[config.mk]
export PLATFORM = sky130hd
export DESIGN_NAME = mem_arbiter
export DESIGN_NICKNAME = d
export VERILOG_FILES = /design/src/rtl/mem_arb_pkg.sv /design/src/rtl/mem_arb_hold_ctr.sv /design/src/rtl/mem_arbiter.sv
export SDC_FILE = /design/constraint.sdc
export NUM_CORES = 1
export LEC_CHECK = 0
export BUFFER_PORTS_ARGS = -buffer_cell sky130_fd_sc_hd__buf_2
export CAP_MARGIN = 20
export CORE_MARGIN = 2
export CORE_UTILIZATION = 48
export CTS_CLUSTER_SIZE = 8
export DETAILED_ROUTE_END_ITERATION = 8
export PLACE_DENSITY = 0.84
export SETUP_SLACK_MARGIN = 0.5
export SLEW_MARGIN = 30
export SYNTH_ARGS = -nofsm -noshare
export SYNTH_HDL_FRONTEND = slang
export SYNTH_SLANG_ARGS = --single-unit
[constraint.sdc]
create_clock -name clk -period 5.4 [get_ports clk]
set_input_delay 0 -clock clk [delete_from_list [all_inputs] [get_ports clk]]
set_output_delay 0 -clock clk [all_outputs]
set_load 0.1 [all_outputs]
[src/rtl/mem_arb_pkg.sv]
// Shared types and defaults for the two-requester program/data memory arbiter.
package mem_arb_pkg;

  localparam int unsigned AW_DEF       = 5;
  localparam int unsigned DW_DEF       = 8;
  localparam int unsigned MAX_HOLD_DEF = 4;

  typedef enum logic [1:0] {
    IDLE     = 2'd0,
    CPU_OWN  = 2'd1,
    HOST_OWN = 2'd2
  } arb_state_t;

  typedef enum logic {
    OWN_CPU  = 1'b0,
    OWN_HOST = 1'b1
  } owner_t;

  // Bits needed to hold a count that saturates at max_hold.
  function automatic int unsigned hold_cw(input int unsigned max_hold);
    return (max_hold < 1) ? 1 : $clog2(max_hold + 1);
  endfunction

endpackage

[src/rtl/mem_arb_hold_ctr.sv]
// Saturating count of consecutive owner access cycles; clear wins over enable.
module mem_arb_hold_ctr
  import mem_arb_pkg::*;
#(
  parameter int unsigned MAX_HOLD = MAX_HOLD_DEF,
  parameter int unsigned CW       = hold_cw(MAX_HOLD)
) (
  input  logic          clk,
  input  logic          reset,
  input  logic          i_clr,
  input  logic          i_en,
  output logic [CW-1:0] o_cnt
);

  localparam logic [CW-1:0] SAT = CW'(MAX_HOLD);

  logic [CW-1:0] r_cnt;

  always_ff @(posedge clk) begin
    if (reset || i_clr) begin
      r_cnt <= '0;
    end else if (i_en && (r_cnt != SAT)) begin
      r_cnt <= r_cnt + CW'(1);
    end
  end

  assign o_cnt = r_cnt;

endmodule

[src/rtl/mem_arbiter.sv]
// Round-robin arbiter giving a CPU datapath and a host loader turns on one
// single-port memory. Optional host lock ownership: define MEM_ARB_LOCK_EN.
module mem_arbiter
  import mem_arb_pkg::*;
#(
  parameter int unsigned AW       = AW_DEF,
  parameter int unsigned DW       = DW_DEF,
  parameter int unsigned MAX_HOLD = MAX_HOLD_DEF
) (
  input  logic          clk,
  input  logic          reset,
  input  logic          cpu_req,
  input  logic          cpu_we,
  input  logic [AW-1:0] cpu_addr,
  input  logic [DW-1:0] cpu_wdata,
  output logic          cpu_gnt,
  output logic          cpu_valid,
  input  logic          host_req,
  input  logic          host_we,
  input  logic [AW-1:0] host_addr,
  input  logic [DW-1:0] host_wdata,
  output logic          host_gnt,
  output logic          host_valid,
  input  logic          host_lock,
  output logic [DW-1:0] rd_data,
  output logic [AW-1:0] mem_addr,
  output logic [DW-1:0] mem_wdata,
  output logic          mem_we,
  input  logic [DW-1:0] mem_rdata
);

  localparam int unsigned   CW        = hold_cw(MAX_HOLD);
  localparam logic [CW-1:0] HOLD_LAST = CW'(MAX_HOLD - 1);

  arb_state_t    r_state;
  arb_state_t    w_state_nxt;
  owner_t        r_last;
  logic          r_cpu_gnt;
  logic          r_host_gnt;
  logic          r_cpu_valid;
  logic          r_host_valid;
  logic [DW-1:0] r_rd_data;
  logic [CW-1:0] w_cnt;
  logic          w_cpu_acc;
  logic          w_host_acc;
  logic          w_cpu_rd;
  logic          w_host_rd;
  logic          w_hold_done;
  logic          w_own_chg;
  logic          w_host_locked;

  assign w_cpu_acc   = (r_state == CPU_OWN)  && cpu_req;
  assign w_host_acc  = (r_state == HOST_OWN) && host_req;
  assign w_cpu_rd    = w_cpu_acc  && !cpu_we;
  assign w_host_rd   = w_host_acc && !host_we;
  // >= so a counter that saturated while the other side was idle still hands over.
  assign w_hold_done = (w_cnt >= HOLD_LAST);
  assign w_own_chg   = (w_state_nxt != r_state);

`ifdef MEM_ARB_LOCK_EN
  assign w_host_locked = host_lock;
`else
  // host_lock has no effect in this build; the AND keeps the port referenced.
  assign w_host_locked = 1'b0 & host_lock;
`endif

  mem_arb_hold_ctr #(
    .MAX_HOLD (MAX_HOLD),
    .CW       (CW)
  ) u_hold_ctr (
    .clk   (clk),
    .reset (reset),
    .i_clr (w_own_chg),
    .i_en  (w_cpu_acc || w_host_acc),
    .o_cnt (w_cnt)
  );

  always_comb begin
    w_state_nxt = r_state;
    unique case (r_state)
      IDLE: begin
        if (cpu_req && host_req) begin
          w_state_nxt = (r_last == OWN_HOST) ? CPU_OWN : HOST_OWN;
        end else if (cpu_req) begin
          w_state_nxt = CPU_OWN;
        end else if (host_req) begin
          w_state_nxt = HOST_OWN;
        end
      end
      CPU_OWN: begin
        if (!cpu_req) begin
          w_state_nxt = host_req ? HOST_OWN : IDLE;
        end else if (host_req && w_hold_done) begin
          w_state_nxt = HOST_OWN;
        end
      end
      HOST_OWN: begin
        if (!host_req) begin
          w_state_nxt = cpu_req ? CPU_OWN : IDLE;
        end else if (cpu_req && w_hold_done && !w_host_locked) begin
          w_state_nxt = CPU_OWN;
        end
      end
      default: w_state_nxt = IDLE;
    endcase
  end

  always_comb begin
    mem_addr  = '0;
    mem_wdata = '0;
    mem_we    = 1'b0;
    unique case (r_state)
      CPU_OWN: begin
        mem_addr  = cpu_addr;
        mem_wdata = cpu_wdata;
        mem_we    = cpu_req && cpu_we;
      end
      HOST_OWN: begin
        mem_addr  = host_addr;
        mem_wdata = host_wdata;
        mem_we    = host_req && host_we;
      end
      default: ;
    endcase
  end

  // rd_data is the memory's output register: it captures the array read at the
  // end of the access cycle, so data and valid appear together one cycle later.
  always_ff @(posedge clk) begin
    if (reset) begin
      r_state      <= IDLE;
      r_last       <= OWN_HOST;
      r_cpu_gnt    <= 1'b0;
      r_host_gnt   <= 1'b0;
      r_cpu_valid  <= 1'b0;
      r_host_valid <= 1'b0;
      r_rd_data    <= '0;
    end else begin
      r_state      <= w_state_nxt;
      r_cpu_gnt    <= (w_state_nxt == CPU_OWN);
      r_host_gnt   <= (w_state_nxt == HOST_OWN);
      r_cpu_valid  <= w_cpu_rd;
      r_host_valid <= w_host_rd;
      if (w_own_chg && (w_state_nxt == CPU_OWN)) begin
        r_last <= OWN_CPU;
      end else if (w_own_chg && (w_state_nxt == HOST_OWN)) begin
        r_last <= OWN_HOST;
      end
      if (w_cpu_rd || w_host_rd) begin
        r_rd_data <= mem_rdata;
      end
    end
  end

  assign cpu_gnt    = r_cpu_gnt;
  assign host_gnt   = r_host_gnt;
  assign cpu_valid  = r_cpu_valid;
  assign host_valid = r_host_valid;
  assign rd_data    = r_rd_data;

endmodule

==> reports/qor.yml <==
clk_latency_ns: 0.29
die_x_um: 55.59
grt_pass1_wl_mm: 5.899
std_cell_rows: 18
dieArea_sq_mm: 0.003090
crit_path_start_kind: "flop"
place_ws_ns: 2.954
dpl.hpwl_mm: 2.532
hold_ws_ns: 0.07192
hold_buffers: 10
final_antenna_net_count: 0
htreeDepth: 1
drtPass1Iterations: 4
grt_max_degree: 22
synth_warnings: 0
syn-instance-count: 151
critical_path_class: "reg -> reg"
final_design_area_no_fill_sq_mm: 0.001742
crit_path_max_fanout: 21
yosysSeqAreaShare_pct: 28.21
port_buffers: 65
final.setup.worst_slack_ns: 2.935
cts_sinks: 18
clk_pin_slew_ns: 0.10
final.setup.tns_ns: 0
final_nets: 271
arrival_ns: 2.64
required_ns: 5.57
wl_met3_um: 257
final_util_pct: 69.67
drc: 0
first_global_vias: 1325
cts_tree: "done"
avgSynthCellArea_sq_um: 8.460
wl_per_cell_um: 14.82
ios: 67
area_growth_pct: 36.34
vias_per_cell: 5.700
status: "completed"
highest_layer: "met4"
max_slew_margin_pct: 52.77
syn-cell-area_sq_mm: 0.001277
path_delay_family: "compound AO/OA/AOI/OAI gates"
period_minus_slack_ns: 2.465
met2WireLength_mm: 1.894
drv_cap: 0
rsz0062_at_grt: "no"
skew_ns: 0.001853
irDropWorstVdd_mv: 0.3276
overflow: 0
placement.cell_area_sq_mm: 0.001603
core_sq_mm: 0.002500
wl_mm: 3.749
antenna_found_initial: 1
numCtsBuffers: 3
ys_ff_latch: 18
synthesis.nets: 199
cts_resized: 0
fmax_ghz: 0.4057
finalCritPeriodShare_pct: 45.65
cp_num_buf_inv: 1
crit_slowest_cell: "ha_1"
max_stage_delay_ns: 0.62
tightest_slew_ns: 0.7085
cts_setup_buffers: 0
ys_types: 42
start_util_pct: 51.10
maxSlewViolCount: 0
setup_violations: 0
min_path_type: "in -> reg"
die_h_um: 55.59
place_congestion: 0.7866
end_kind: "flop"
vias: 1442
ys.flop_type: "dfxtp_1"
drive_gt1_share_pct: 36.04
power_density_mw_per_mm2: 321.7
grt_use_total_pct: 23.88
finalHoldViolCount: 0
clk_path_buf_depth: 2
synthArstFlopShare_pct: 0
cts_root_buffer: "clkbuf_4"
wl_met1_mm: 1.458
synth_edf_count: 0
n_fill_cell: 222
dr.first_iter.drc_count: 60
p_leak_nw: 0.7750
path_cells: "inv_1 -> ha_1 -> nand2_1 -> a211oi_2 -> nor4_4 -> a2111oi_2 -> o22ai_1"
-- cell usage after synthesis (2+ instances only) --
| cell | number | area, sq um |
|---|---|---|
| dfxtp_1 | 18 | 360.4 |
| nor2_1 | 16 | 60.06 |
| nor2b_1 | 14 | 87.58 |
| a22oi_1 | 13 | 97.59 |
| mux2i_1 | 9 | 90.09 |
| inv_1 | 8 | 30.03 |
| a21oi_1 | 7 | 35.03 |
| ha_1 | 7 | 87.58 |
| nand3_1 | 6 | 30.03 |
| nor3_1 | 6 | 30.03 |
| a31oi_1 | 5 | 31.28 |
| buf_2 | 3 | 15.01 |
| nand2_1 | 3 | 11.26 |
| nand2b_1 | 3 | 18.77 |
| a211oi_2 | 2 | 25.02 |
| and2_1 | 2 | 12.51 |
| buf_1 | 2 | 7.510 |
| clkbuf_1 | 2 | 7.510 |
| o22ai_1 | 2 | 12.51 |
-- final timing paths --
path / startpoint / endpoint / slack (ns) / cells past startpoint
setup / recovery: r_state[1]$_SDFF_PP0_ / r_last$_SDFFE_PP1P_ / 2.94 / 7
hold / removal: reset / rd_data[0]$_SDFFE_PP0P_ / 0.07 / 2
setup reg to reg: r_state[1]$_SDFF_PP0_ / r_last$_SDFFE_PP1P_ / 2.94 / 7
hold reg to reg: rd_data[4]$_SDFFE_PP0P_ / rd_data[4]$_SDFFE_PP0P_ / 0.50 / 2
-- logic make-up after synthesis --
group                    count (synthesis)  synth area share (%)
buffers and inverters                   17                 5.583
adder cells (fa/ha/maj)                  7                 6.856
XOR/XNOR                                 1                0.6857
AND/OR/NAND/NOR                         55                 24.09
flip-flops                              18                 28.21
AO/OA/AOI/OAI                           44                 27.52
multiplexers                             9                 7.052
-- per-layer routing --
layer | GRT usage [%] | vias up
li1 | - | 696
met1 | 25.04 | 674
met2 | 44.22 | 62
met3 | 6.047 | 10
met4 | 10.80 | 0
met5 | 0 | -
-- state kept, by name, summed over array words and instances, names as in the netlist --
register	count
u_hold_ctr.o_cnt	3
host_gnt	1
host_valid	1
r_last	1
cpu_valid	1
r_state	2
rd_data	8
cpu_gnt	1
-- layout make-up --
| class | instances | area [sq um] | share of cell area, % |
|---|---|---|---|
| Sequential cell | 18 | 360.3 | 20.69 |
| Antenna cell | 1 | 2.502 | 0.1437 |
| Clock buffer | 4 | 36.28 | 2.083 |
| Inverter | 9 | 33.78 | 1.940 |
| Timing Repair Buffer | 75 | 425.4 | 24.43 |
| Tap cell | 30 | 37.54 | 2.155 |
| Multi-Input combinational cell | 116 | 845.8 | 48.56 |
-- metrics by stage --
step | total power, mW | cells
6_report | 0.5603 | 253
5_1_grt | 0.5884 | 253
4_1_cts | 0.5596 | 252
3_5_place_dp | 0.4734 | 238
3_3_place_gp | 0.4711 | 238
2_1_floorplan | 0.4180 | 151
-- power breakdown --
part           internal, mW  leakage [nW]  total (mW)  switching (mW)
Clock                0.0411        0.0210      0.0805          0.0394
Sequential            0.146         0.146       0.158          0.0123
Combinational        0.0956         0.608       0.322           0.226
Total                 0.282         0.775       0.560           0.278
-- cells in the final DEF (no fill, tap or decap), types with 2 or more instances in the layout --
master / n
nor2b_1: 14
nand2_1: 3
o22ai_1: 2
nand2b_1: 3
a31oi_1: 5
nor3_1: 6
dfxtp_1: 18
a21oi_1: 7
nor2_1: 16
buf_2: 65
ha_1: 7
inv_1: 8
and2_1: 2
clkbuf_4: 3
a22oi_1: 13
nand3_1: 6
dlygate4sd3_1: 10
mux2i_1: 9
a211oi_2: 2
(Power assumes the default switching activity.)
